### config.mk
export PLATFORM = sky130hd
export DESIGN_NAME = prog_loader
export DESIGN_NICKNAME = d
export VERILOG_FILES = /design/src/rtl/prog_loader_pkg.sv /design/src/rtl/prog_loader.sv
export SDC_FILE = /design/constraint.sdc
export NUM_CORES = 1
export LEC_CHECK = 0
export ABC_CLOCK_PERIOD_IN_PS = 7990
export CAP_MARGIN = 15
export CORE_MARGIN = 2
export CORE_UTILIZATION = 30
export DETAILED_ROUTE_END_ITERATION = 16
export GPL_TIMING_DRIVEN = 0
export SLEW_MARGIN = 30
export SYNTH_ARGS = -nofsm -noshare
export SYNTH_HDL_FRONTEND = slang
export SYNTH_SLANG_ARGS = --single-unit
export TNS_END_PERCENT = 50
### constraint.sdc
create_clock -name clk -period 7.99 [get_ports clk]
set_clock_uncertainty 0.15 [all_clocks]
set_input_delay 1.1985 -clock clk [delete_from_list [all_inputs] [get_ports clk]]
set_output_delay 1.1985 -clock clk [all_outputs]
set_load 0.02 [all_outputs]
### src/rtl/prog_loader_pkg.sv
// prog_loader_pkg: shared definitions for the byte-stream program loader.
//   - default geometry of the program memory (address width, word width, depth)
//   - loader FSM state encoding
//   - small helper classifying the states in which bytes are accepted
package prog_loader_pkg;

  localparam int DEF_ADDR_W = 11;
  localparam int DEF_DATA_W = 14;
  localparam int DEF_DEPTH  = 2048;

  typedef enum logic [2:0] {
    S_IDLE   = 3'd0,
    S_LEN_HI = 3'd1,
    S_LEN_LO = 3'd2,
    S_W_HI   = 3'd3,
    S_W_LO   = 3'd4,
    S_CHK    = 3'd5,
    S_DONE   = 3'd6,
    S_ERR    = 3'd7
  } state_t;

  // True in the states that consume frame bytes (LEN_HI..CHK).
  function automatic logic is_loading(input state_t s);
    case (s)
      S_LEN_HI, S_LEN_LO, S_W_HI, S_W_LO, S_CHK: return 1'b1;
      default:                                   return 1'b0;
    endcase
  endfunction

endpackage

### src/rtl/prog_loader.sv
// prog_loader: receives a framed byte stream, assembles 14-bit instruction
// words, writes them to the program RAM write port and holds the CPU in reset
// until a complete, verified image is loaded.
//
// Frame: LEN_HI LEN_LO {W_HI W_LO} x N [CHK]
//
// Ports:
//   clk, rst          clock (rising edge), asynchronous active-high reset
//   start             begin a load (honoured in IDLE, DONE, ERR only)
//   byte_valid/data   byte source; byte_ready says a byte is taken this edge
//   mem_we/addr/wdata registered one-cycle write to the program RAM
//   cpu_rst           1 everywhere except DONE
//   busy/done/err     load status levels
//
// Build option: PROG_LOADER_CHECKSUM_EN -- when defined a trailing CHK byte
// is expected and the 8-bit sum of every frame byte must be 0x00; when
// undefined the FSM goes straight to DONE after the last word.
module prog_loader
  import prog_loader_pkg::*;
#(
  parameter int ADDR_W = DEF_ADDR_W,
  parameter int DATA_W = DEF_DATA_W,
  parameter int DEPTH  = DEF_DEPTH
) (
  input  logic              clk,
  input  logic              rst,
  input  logic              start,
  input  logic              byte_valid,
  input  logic [7:0]        byte_data,
  output logic              byte_ready,
  output logic              mem_we,
  output logic [ADDR_W-1:0] mem_addr,
  output logic [DATA_W-1:0] mem_wdata,
  output logic              cpu_rst,
  output logic              busy,
  output logic              done,
  output logic              err
);

  localparam logic [16:0] DEPTH_L = 17'(DEPTH);

  state_t            state;
  state_t            state_nxt;
  logic [7:0]        len_hi;
  logic [15:0]       len;
  logic [15:0]       word_cnt;
  logic [5:0]        word_hi;
  logic [ADDR_W-1:0] wr_addr;
`ifdef PROG_LOADER_CHECKSUM_EN
  logic [7:0]        sum;
`endif

  logic        xfer;
  logic        restart;
  logic [15:0] len_in;

  assign xfer    = byte_valid && byte_ready;
  assign restart = start && !is_loading(state);
  assign len_in  = {len_hi, byte_data};

  // Next-state decode; every output below is registered from state_nxt so
  // the flags change on the same edge as the state.
  always_comb begin
    state_nxt = state;
    case (state)
      S_IDLE, S_DONE, S_ERR: begin
        if (start) state_nxt = S_LEN_HI;
        else       state_nxt = state;
      end
      S_LEN_HI: begin
        if (xfer) state_nxt = S_LEN_LO;
        else      state_nxt = state;
      end
      S_LEN_LO: begin
        if (xfer) begin
          if (len_in == 16'd0 || {1'b0, len_in} > DEPTH_L) state_nxt = S_ERR;
          else                                              state_nxt = S_W_HI;
        end else begin
          state_nxt = state;
        end
      end
      S_W_HI: begin
        // Bits 7:6 of the high byte are reserved and must be zero.
        if (xfer) begin
          if (byte_data[7:6] != 2'b00) state_nxt = S_ERR;
          else                         state_nxt = S_W_LO;
        end else begin
          state_nxt = state;
        end
      end
      S_W_LO: begin
        if (xfer) begin
          if (word_cnt + 16'd1 == len) begin
`ifdef PROG_LOADER_CHECKSUM_EN
            state_nxt = S_CHK;
`else
            state_nxt = S_DONE;
`endif
          end else begin
            state_nxt = S_W_HI;
          end
        end else begin
          state_nxt = state;
        end
      end
      S_CHK: begin
`ifdef PROG_LOADER_CHECKSUM_EN
        // Running sum already covers LEN_HI..last W_LO; add CHK itself.
        if (xfer) begin
          if (sum + byte_data == 8'h00) state_nxt = S_DONE;
          else                          state_nxt = S_ERR;
        end else begin
          state_nxt = state;
        end
`else
        state_nxt = S_ERR;
`endif
      end
      default: state_nxt = S_ERR;
    endcase
  end

  // State, registered status outputs, frame datapath and RAM write port.
  always_ff @(posedge clk or posedge rst) begin
    if (rst) begin
      state      <= S_IDLE;
      byte_ready <= 1'b0;
      busy       <= 1'b0;
      cpu_rst    <= 1'b1;
      done       <= 1'b0;
      err        <= 1'b0;
      mem_we     <= 1'b0;
      mem_addr   <= '0;
      mem_wdata  <= '0;
      len_hi     <= 8'd0;
      len        <= 16'd0;
      word_cnt   <= 16'd0;
      word_hi    <= 6'd0;
      wr_addr    <= '0;
`ifdef PROG_LOADER_CHECKSUM_EN
      sum        <= 8'd0;
`endif
    end else begin
      state      <= state_nxt;
      byte_ready <= is_loading(state_nxt);
      busy       <= is_loading(state_nxt);
      cpu_rst    <= (state_nxt != S_DONE);
      done       <= (state_nxt == S_DONE);
      err        <= (state_nxt == S_ERR);
      mem_we     <= 1'b0;

      if (restart) begin
        wr_addr  <= '0;
        word_cnt <= 16'd0;
`ifdef PROG_LOADER_CHECKSUM_EN
        sum      <= 8'd0;
`endif
      end else if (xfer) begin
`ifdef PROG_LOADER_CHECKSUM_EN
        sum <= sum + byte_data;
`endif
        case (state)
          S_LEN_HI: len_hi  <= byte_data;
          S_LEN_LO: len     <= len_in;
          S_W_HI:   word_hi <= byte_data[5:0];
          S_W_LO: begin
            mem_we    <= 1'b1;
            mem_addr  <= wr_addr;
            mem_wdata <= DATA_W'({word_hi, byte_data});
            wr_addr   <= wr_addr + 1'b1;
            word_cnt  <= word_cnt + 16'd1;
          end
          default: ;
        endcase
      end else begin
        mem_we <= 1'b0;
      end
    end
  end

endmodule

==> results.toml, run 1 <==
[final_layout]
final.fill_count = 1409
final_cell_mix = "nand2_1 (110), dfrtp_1 (89), clkdlybuf4s50_1 (42)"
layout-drive-gt1-share_pct = 13.41
num_antenna_cells = 0
areaGrowthSynthToFinish_pct = 22.54
most_common_cell_after_layout_fill_and_taps_aside = "nand2_1"
finalNetCount = 516
stdcell_count = 691

[global_routing]
grt.met2_usage_pct = 22.24
grt_first_pass_wirelength_um = 17060
globalRouteOverflowTotal = 0
global_route_usage_sum_pct = 13.47
number_of_global_route_vias_before_repair = 3324
grt_antenna_before_repair = 0
use_met3_pct = 3.136
met1_usage_pct = 17.58
busiest_layer = "met2"
grt_start_max_net_pins = 57

[placed_design]
detailedPlace.worstSlack_ps = 3955
dpl.cell_count = 675
io_buffer_count = 42
finalWeightedCongestion = 0.8690
dp.final_hpwl_um = 7324

[sta]
grt_setup_unrepaired = "no"
sum_of_negative_setup_slack_ps = 0
worst_slew_margin_rel_pct = 52.33
timing.final.max_slew_violations = 0
hold_viol_final = 0
setup-violations-final = 0
postLayoutSetupSlackWorst_ps = 4308
worstMarginPinSlew_ps = 712.4
final_min_period_over_clock_period_pct = 46.09
timing.fmax_mhz = 271.6
layout_min_cycle_time_ps = 3682

[route]
vias = 3433
drt-wirelength-per-cell_um = 14.86
routed_wirelength_um = 10270
residual_antenna_violating_net_count_after_detailed_routing = 0
drt_drc_violations_left = 0
drt-initial-drc-count = 199
detail_route.first_pass.iterations = 5
vias_per_cell = 4.968

[logic_synthesis]
ys_warn_count = 0
synth_ff_type = "dfrtp_1"
post_synth_instance_area_mm2 = 0.004369
synth_top_family_by_area = "simple AND/OR/NAND/NOR gates"
synth.area.mux_share_pct = 8.677
synth_compound_area_share_pct = 9.422
synthAdderAreaFrac_pct = 0.5727
synthDistinctLibCells = 55
per_instance_average_area_after_synthesis_um2 = 9.753
yosys.area_share.xor_xnor_pct = 5.412
async_set_or_reset_flop_fraction_in_the_synthesized_netlist_pct = 100.0
netlist_instances = 448
synth.net_count = 462
synth-seq-area-share_pct = 51.58
synth_edf_count = 0
synth-simple-area-share_pct = 21.53
synth.ff_latch_count = 90

[floorplan]
fp.dieH_um = 124.7
io_pins = 43
placeableCoreArea_mm2 = 0.01437
initial_core_util_pct = 30.41
fp-row-count = 44
die_x_um = 124.7
die_ar_mm2 = 0.01555

[clock_network]
clkTransAtPathRegs_ps = 70
max-clock-path-buffers = 2
insertion_delay_ps = 340
buffers_inserted_during_post_cts_setup_optimization = 0
cts_htree_levels = 3
ctsHoldBuffers = 0
cts_buffers = 9
clock-sinks = 90
cts-root-buf = "clkbuf_16"
cts_tree = "done"
postCtsResizedCells = 0

[setup_path]
r2r_setup_slack_ps = 4780
arrival_ps = 3760
critPathMaxFanout = 10
rr_worst_depth = 8
timing.critical_path.to_type = "flip-flop"
criticalPathCategory = "primary input to flip-flop"
timing.critical_path.from_type = "primary input"
critical_path_rt_ps = 8060

[power_and_ir_drop]
p_per_area_mw_per_mm2 = 313.0
total_power_mw = 1.676
power_report.internal_total_mw = 1.103
static-leakage-power_nw = 2.302
sequentialPowerShare_pct = 41.6
power.net_switching_mw = 0.5726
vdd_ir_drop_max_mv = 0.1443
power.share.clock_pct = 25.6
p_sw_share_pct = 34.17
combPwrFrac_pct = 32.8

[job]
drv.max_cap_violation_count = 0

[status]
outcome = "completed"

[worst_hold_path]
min_delay_path_depth = 2
min_path_type = "flip-flop to flip-flop"
-- power groups by stage --
| stage | logic [mW] | clock network, mW | registers (mW) |
|---|---|---|---|
| 2_1_floorplan | 0.326 | 0 | 0.726 |
| 3_3_place_gp | 0.537 | 0 | 0.699 |
| 3_5_place_dp | 0.553 | 0 | 0.706 |
| 4_1_cts | 0.555 | 0.441 | 0.698 |
| 5_1_grt | 0.606 | 0.454 | 0.715 |
| 6_report | 0.550 | 0.429 | 0.697 |
-- synthesized netlist by cell type, drive strengths merged (2+ instances only) --
| library cell | count | area share, % |
|---|---|---|
| ha | 2 | 0.57 |
| xor2 | 13 | 2.6 |
| nor4b | 2 | 0.54 |
| nor2b | 3 | 0.43 |
| a31oi | 5 | 0.72 |
| buf | 10 | 1.3 |
| mux2 | 31 | 8.0 |
| or3 | 6 | 0.86 |
| nor2 | 32 | 2.7 |
| o21ai | 36 | 4.2 |
| nor3 | 5 | 0.57 |
| nor3b | 2 | 0.34 |
| nor4 | 7 | 1.6 |
| a211o | 2 | 0.40 |
| nand2 | 111 | 9.6 |
| clkbuf | 11 | 0.95 |
| and2 | 2 | 0.29 |
| mux2i | 3 | 0.69 |
| and3 | 5 | 0.72 |
| o31ai | 3 | 0.52 |
| a21oi | 9 | 1.1 |
| and4 | 4 | 0.89 |
| dfrtp | 89 | 51 |
| nand4 | 10 | 1.6 |
| xnor2 | 14 | 2.8 |
| inv | 6 | 0.52 |
| a211oi | 2 | 0.34 |
| nand3 | 8 | 1.0 |
-- cell type report --
cell class | count | area (um^2) | share of cell area [%]
flip-flops and latches | 90 | 2253 | 42.09
multi-input cells | 330 | 1993 | 37.23
repair buffers | 43 | 447.9 | 8.366
well taps | 184 | 230.2 | 4.300
clock buffers | 9 | 225.2 | 4.207
plain buffers | 21 | 96.34 | 1.799
clock inverters | 7 | 76.32 | 1.426
inverters | 7 | 31.28 | 0.5842
-- cell families (layout without fill, tap and decap cells) --
| kind of cell | Yosys count | in the layout |
|---|---|---|
| compound gates | 68 | 68 |
| simple gates | 199 | 199 |
| mux | 34 | 34 |
| xor+xnor | 27 | 27 |
| fa+ha+maj | 2 | 2 |
| flops | 90 | 90 |
| buf+inv | 28 | 87 |
-- critical path: stages --
cell	delay, ps
clkdlybuf4s50_1	460
and2_1	110
buf_2	190
nor2b_1	360
nand2_1	90
nor2_1	440
clkbuf_1	510
mux2_2	400
-- worst paths after layout --
kind | from | endpoint
hold reg to reg | word_hi[2] | mem_wdata[10]
setup reg to reg | word_cnt[0] | cpu_rst
hold / removal | word_hi[2] | mem_wdata[10]
max in group asynchronous | rst | word_cnt[7]
min in group asynchronous | rst | mem_wdata[7]
setup / recovery | byte_valid | len[1]
-- routing by layer --
| layer | share of wire (%) | vias to the layer above |
|---|---|---|
| li1 | - | 1657 |
| met1 | 46 | 1700 |
| met2 | 49 | 66 |
| met3 | 3.4 | 10 |
| met4 | 1.4 | 0 |
| met5 | 0 | - |
-- per-stage QoR --
stage	cell area, um^2	util, %	hold slack, ps
2_1_floorplan	4369	-	283.1
3_3_place_gp	5020	34.94	304.6
3_5_place_dp	5052	35.16	311.0
4_1_cts	5354	37.26	327.2
5_1_grt	5354	37.26	340.6
6_report	5354	37.26	322.8
-- state kept, by name (all words and copies together) (netlist names), 3 cells and up --
register,cells
state,3
word_hi,6
mem_addr,11
mem_wdata,14
len,16
word_cnt,16
len_hi,8
wr_addr,11
(Power assumes the default switching activity.)
==> run 2, diff against run 1 <==
- ABC_CLOCK_PERIOD_IN_PS: 7990 -> 3300
- clock period: 7.99 -> 3.3 ns (I/O delays scaled with it)
==> results.toml, run 2 (synthesized netlist as in run 1, its figures left out) <==
[status]
outcome = "completed"

[floorplan]
fp-row-count = 44
fp.dieH_um = 124.7
placeableCoreArea_mm2 = 0.01437
io_pins = 43
initial_core_util_pct = 30.41
die_ar_mm2 = 0.01555
die_x_um = 124.7

[setup_path]
critPathMaxFanout = 7
r2r_setup_slack_ps = 190
criticalPathCategory = "flip-flop to flip-flop"
critical-path-max-stage-delay_ps = 540
critical_path_rt_ps = 3410
timing.critical_path.from = "word_cnt[0]"
worstPathCellList = "ha_1 -> nand2_2 -> or3_1 -> a2111oi_1 -> nor4b_2 -> and4_4 -> o21ai_2 -> or3_1"
timing.critical_path.to_type = "flip-flop"
rr_startpoint = "word_cnt[0]"
critical_path.endpoint = "cpu_rst"
rr_worst_depth = 8
critical_path.n_buffers_inverters = 0
worst_path_most_repeated_cell = "or3_1"
critical_path.reg2reg.endpoint = "cpu_rst"
timing.critical_path.depth = 8
path_delay_family = "simple AND/OR/NAND/NOR gates"
critical_path.slowest_cell = "a2111oi_1"
timing.critical_path.from_type = "flip-flop"
arrival_ps = 3220

[final_layout]
final_core_utilization_pct = 37.27
areaGrowthSynthToFinish_pct = 22.57
num_antenna_cells = 0
finalNetCount = 516
most_common_cell_after_layout_fill_and_taps_aside = "nand2_1"
stdcell_count = 691
final_cell_mix = "nand2_1 (110), dfrtp_1 (89), clkdlybuf4s50_1 (42)"
layout-drive-gt1-share_pct = 13.41
registers_with_the_most_flip_flops = "len: 16 flops, word_cnt: 16 flops, mem_wdata: 14 flops"

[route]
drt-initial-drc-count = 190
drt-wirelength-per-cell_um = 14.83
drt_drc_violations_left = 0
residual_antenna_violating_net_count_after_detailed_routing = 0
vias = 3429
routed_wirelength_um = 10250
detail_route.first_pass.iterations = 4
vias_per_cell = 4.962

[clock_network]
clkTransAtPathRegs_ps = 70
buffers_inserted_during_post_cts_setup_optimization = 0
cts-root-buf = "clkbuf_16"
clock-sinks = 90
insertion_delay_ps = 340
cts_buffers = 9
cts_htree_levels = 3
max-clock-path-buffers = 2
cts_tree = "done"

[sta]
grt_setup_unrepaired = "no"
timing.fmax_mhz = 321.5
final.hold.worst_slack_ps = 322.8
layout_min_cycle_time_ps = 3110
worstMarginPinSlew_ps = 712.3
timing.final.max_slew_violations = 0
setup-violations-final = 0
worst_slew_margin_rel_pct = 52.34
final_min_period_over_clock_period_pct = 94.25
hold_viol_final = 0

[power_and_ir_drop]
p_per_area_mw_per_mm2 = 758.8
vdd_ir_drop_max_mv = 0.3495
static-leakage-power_nw = 2.302

[global_routing]
grt_antenna_before_repair = 0
number_of_global_route_vias_before_repair = 3324
globalRouteOverflowTotal = 0
grt_first_pass_wirelength_um = 17060
grt_start_max_net_pins = 57
global_route_usage_sum_pct = 13.47

[job]
drv.max_cap_violation_count = 0

[worst_hold_path]
min_path_type = "flip-flop to flip-flop"
hp-start = "word_hi[2]"

[placed_design]
io_buffer_count = 42
finalWeightedCongestion = 0.8690
dp.final_hpwl_um = 7324
dpl.cell_count = 675
[run 2: cell counts in the layout (fill, tap and decap cells not counted)]
No cell type changed its count.
[run 2: cell type report]
| type | count | area (um^2) |
|---|---|---|
| Buffer | 21 | 96.34 |
| Clock buffer | 9 | 225.2 |
| Clock inverter | 7 | 76.32 |
| Fill cell | 1411 | 9014 |
| Inverter | 7 | 31.28 |
| Multi-Input combinational cell | 330 | 1994 |
| Sequential cell | 90 | 2253 |
| Tap cell | 184 | 230.2 |
| Timing Repair Buffer | 43 | 447.9 |
[run 2: worst reg2reg max path, cell delays in order, from the launching register on]
cell	delay (ps)
dfrtp_1	430
ha_1	320
nand2_2	150
or3_1	370
a2111oi_1	540
nor4b_2	300
and4_4	300
o21ai_2	110
or3_1	360
[run 2: worst min-delay path by stage]
stage                    end  slack [ps]  cells past startpoint
3_5_place_dp   mem_wdata[10]         310                      2
6_report       mem_wdata[10]         320                      2
5_1_grt        mem_wdata[11]         340                      2
2_1_floorplan  mem_wdata[10]         280                      2
3_3_place_gp   mem_wdata[10]         300                      2
4_1_cts        mem_wdata[11]         330                      2
[run 2: stage by stage]
step	TNS [ps]	total power [mW]	setup slack (ps)	area, um^2
after floorplan	0	2.549	321.4	4369
after global placement	-93750	2.993	-1059	5020
after detailed placement	-248.5	3.047	-31.41	5052
after CTS	0	4.101	159.7	5354
after global routing	0	4.302	45.84	5355
final	0	4.063	189.8	5355
[run 2: per-layer routing]
metal / vias to the layer above / GRT usage, % / share of wire (%) / routed length (um)
li1: 1656 / - / - / -
met4: 0 / 4.098 / 1.4 / 146
met1: 1697 / 17.58 / 46 / 4705
met3: 10 / 3.136 / 3.8 / 388
met2: 66 / 22.24 / 49 / 5006
met5: - / 0 / 0 / 0
[run 2: repair_timing]
action | CTS | global route
hold buffers | 0 | 0
setup endpoints to repair | 0 | 2
resized for setup | 0 | 1
[run 2: report_power, final]
part           internal, mW  leakage, nW  switching (mW)
Clock                 0.593        0.148           0.445
Sequential             1.43         1.17           0.255
Combinational         0.647        0.983           0.690
Total                  2.67         2.30            1.39
==> run 3, diff against run 2 <==
- ABC_AREA: unset -> 1
- GPL_TIMING_DRIVEN: 0 -> unset
- PLACE_DENSITY: unset -> 0.48
==> results.toml, run 3 <==
[status]
outcome = "completed"

[route]
routed_wirelength_um = 11100
drt-initial-drc-count = 177
drt_drc_violations_left = 0
vias_per_cell = 4.740
detail_route.first_pass.iterations = 7
drt-wirelength-per-cell_um = 13.93
residual_antenna_violating_net_count_after_detailed_routing = 0
vias = 3778

[setup_path]
critical-path-max-stage-delay_ps = 460
timing.critical_path.to_type = "flip-flop"
path_delay_family = "simple AND/OR/NAND/NOR gates"
critical_path_rt_ps = 3370
arrival_ps = 2590
rr_worst_depth = 18
r2r_setup_slack_ps = 780
critical_path.slowest_cell = "dfrtp_1"
timing.critical_path.from = "word_cnt[0]"
critical_path.reg2reg.endpoint = "busy"
critical_path.endpoint = "busy"
critPathMaxFanout = 7
worst_path_most_repeated_cell = "nand2_1"
worstPathCellList = "ha_1 -> nand2_1 -> nor2_4 -> nand2_1 -> nand2_1 -> nand3_1 -> nand2_1 -> nand2_1 -> inv_1 -> nand2_1 -> nor2_1 -> nand3_1 -> nand2_1 -> nand2_1 -> nand2_1 -> nand2_1 -> nor2_1 -> nor2_1"
critical_path.n_buffers_inverters = 1
timing.critical_path.depth = 18
criticalPathCategory = "flip-flop to flip-flop"
timing.critical_path.from_type = "flip-flop"
rr_startpoint = "word_cnt[0]"

[logic_synthesis]
synth.ff_latch_count = 90
netlist_instances = 562
synth_area_leaders = "dfrtp_1 (50%), nand2_1 (14%), o21ai_0 (5.9%)"
async_set_or_reset_flop_fraction_in_the_synthesized_netlist_pct = 100.0
post_synth_most_frequent_cells = "nand2_1 (167), dfrtp_1 (89), inv_1 (68)"
per_instance_average_area_after_synthesis_um2 = 7.866
post_synth_instance_area_mm2 = 0.004420
ys_warn_count = 0
synth_edf_count = 0
post_synth_top_area_share_pct = 50.38
synth-seq-area-share_pct = 50.98
synth_top_area_cell = "dfrtp_1"
synthDistinctLibCells = 30
synth.net_count = 576
synth_ff_type = "dfrtp_1"
most_frequently_used_cell_type_in_the_post_synthesis_netlist = "nand2_1"

[sta]
hold_viol_final = 0
worst_slew_margin_rel_pct = 56.99
setup-violations-final = 0
sum_of_negative_setup_slack_ps = 0
layout_min_cycle_time_ps = 2515
final.hold.worst_slack_ps = 331.4
grt_setup_unrepaired = "no"
timing.fmax_mhz = 397.6
timing.final.max_slew_violations = 0
final_min_period_over_clock_period_pct = 76.22
worstMarginPinSlew_ps = 644.3

[final_layout]
num_antenna_cells = 0
layout-drive-gt1-share_pct = 6.525
areaGrowthSynthToFinish_pct = 22.13
final_cell_mix = "nand2_1 (167), dfrtp_1 (89), inv_1 (66)"
most_common_cell_after_layout_fill_and_taps_aside = "nand2_1"
registers_with_the_most_flip_flops = "len: 16 flops, word_cnt: 16 flops, mem_wdata: 14 flops"
finalNetCount = 623

[job]
drv.max_cap_violation_count = 0

[clock_network]
clkTransAtPathRegs_ps = 70
cts_htree_levels = 3
cts-root-buf = "clkbuf_16"
max-clock-path-buffers = 2
postCtsResizedCells = 0
buffers_inserted_during_post_cts_setup_optimization = 0
clock-sinks = 90
cts_buffers = 9
cts_tree = "done"
ctsHoldBuffers = 0
insertion_delay_ps = 330

[floorplan]
fp-row-count = 44
io_pins = 43
placeableCoreArea_mm2 = 0.01448
initial_core_util_pct = 30.53
fp.dieH_um = 125.4
die_ar_mm2 = 0.01572
die_x_um = 125.4

[global_routing]
grt_first_pass_wirelength_um = 19570
grt_antenna_before_repair = 0
grt_start_max_net_pins = 39
globalRouteOverflowTotal = 0
number_of_global_route_vias_before_repair = 3933
global_route_usage_sum_pct = 15.38

[power_and_ir_drop]
p_per_area_mw_per_mm2 = 859.2
static-leakage-power_nw = 2.532
vdd_ir_drop_max_mv = 0.4212

[worst_hold_path]
min_path_type = "flip-flop to flip-flop"

[placed_design]
dp.final_hpwl_um = 8239
io_buffer_count = 42
finalWeightedCongestion = 0.8564
-- run 3: cells by family (layout without fill, tap and decap cells) --
logic type               after synthesis  count (layout)  share of synthesized area (%)
AO/OA/AOI/OAI                         87              87                          10.56
flip-flops                            90              90                          50.98
AND/OR/NAND/NOR                      291             291                          28.53
XOR/XNOR                               7               7                          2.038
adder cells (fa/ha/maj)                2               2                         0.5660
buffers and inverters                 85             136                          7.331
-- run 3: stage by stage --
| stage | power (mW) | instances | worst slack (ps) | utilization [%] | area, um^2 |
|---|---|---|---|---|---|
| floorplan | 2.955 | 562 | 321.4 | - | 4420 |
| global placement | 3.607 | 782 | 642.3 | 35.19 | 5095 |
| detailed placement | 3.621 | 782 | 660.0 | 35.19 | 5095 |
| CTS | 4.693 | 797 | 770.3 | 37.29 | 5399 |
| global route | 5.055 | 797 | 432.9 | 37.29 | 5399 |
| finish | 4.639 | 797 | 784.7 | 37.29 | 5399 |
-- run 3: how the worst min path moves through the flow --
stage	endpoint	slack (ps)	from	depth (start not counted)
after detailed placement	mem_wdata[13]	320	word_hi[5]	2
after CTS	mem_wdata[8]	340	word_hi[0]	2
final	mem_wdata[8]	330	word_hi[0]	2
after global placement	mem_wdata[9]	320	mem_wdata[9]	2
after floorplan	mem_wdata[10]	300	word_hi[2]	2
after global routing	mem_addr[2]	360	mem_addr[2]	2
-- run 3: layout make-up --
cell class	count	area (um^2)
Multi-Input combinational cell	387	1843
Fill cell	1502	9080
Timing Repair Buffer	52	508.0
Inverter	69	260.3
Clock inverter	4	51.30
Clock buffer	11	252.7
Sequential cell	90	2253
Tap cell	184	230.2
-- run 3: worst min-delay path: cells and delay by family (launching register included) --
kind,cells,cell delay [ps]
DFF,1,340
and+or+nand+nor,2,110
-- run 3: layer usage --
layer  global-route usage, %  wire length (um)  part of all wire, %
met1                   21.39              5540                   50
met2                   24.78              5118                   46
met3                   2.268               320                  2.9
met4                   5.033               125                  1.1
met5                       0                 0                    0
-- run 3: where the power goes --
part	leakage (nW)	internal [mW]	switching, mW
Combinational	1.22	0.717	1.07
Clock	0.148	0.624	0.422
Sequential	1.16	1.50	0.309
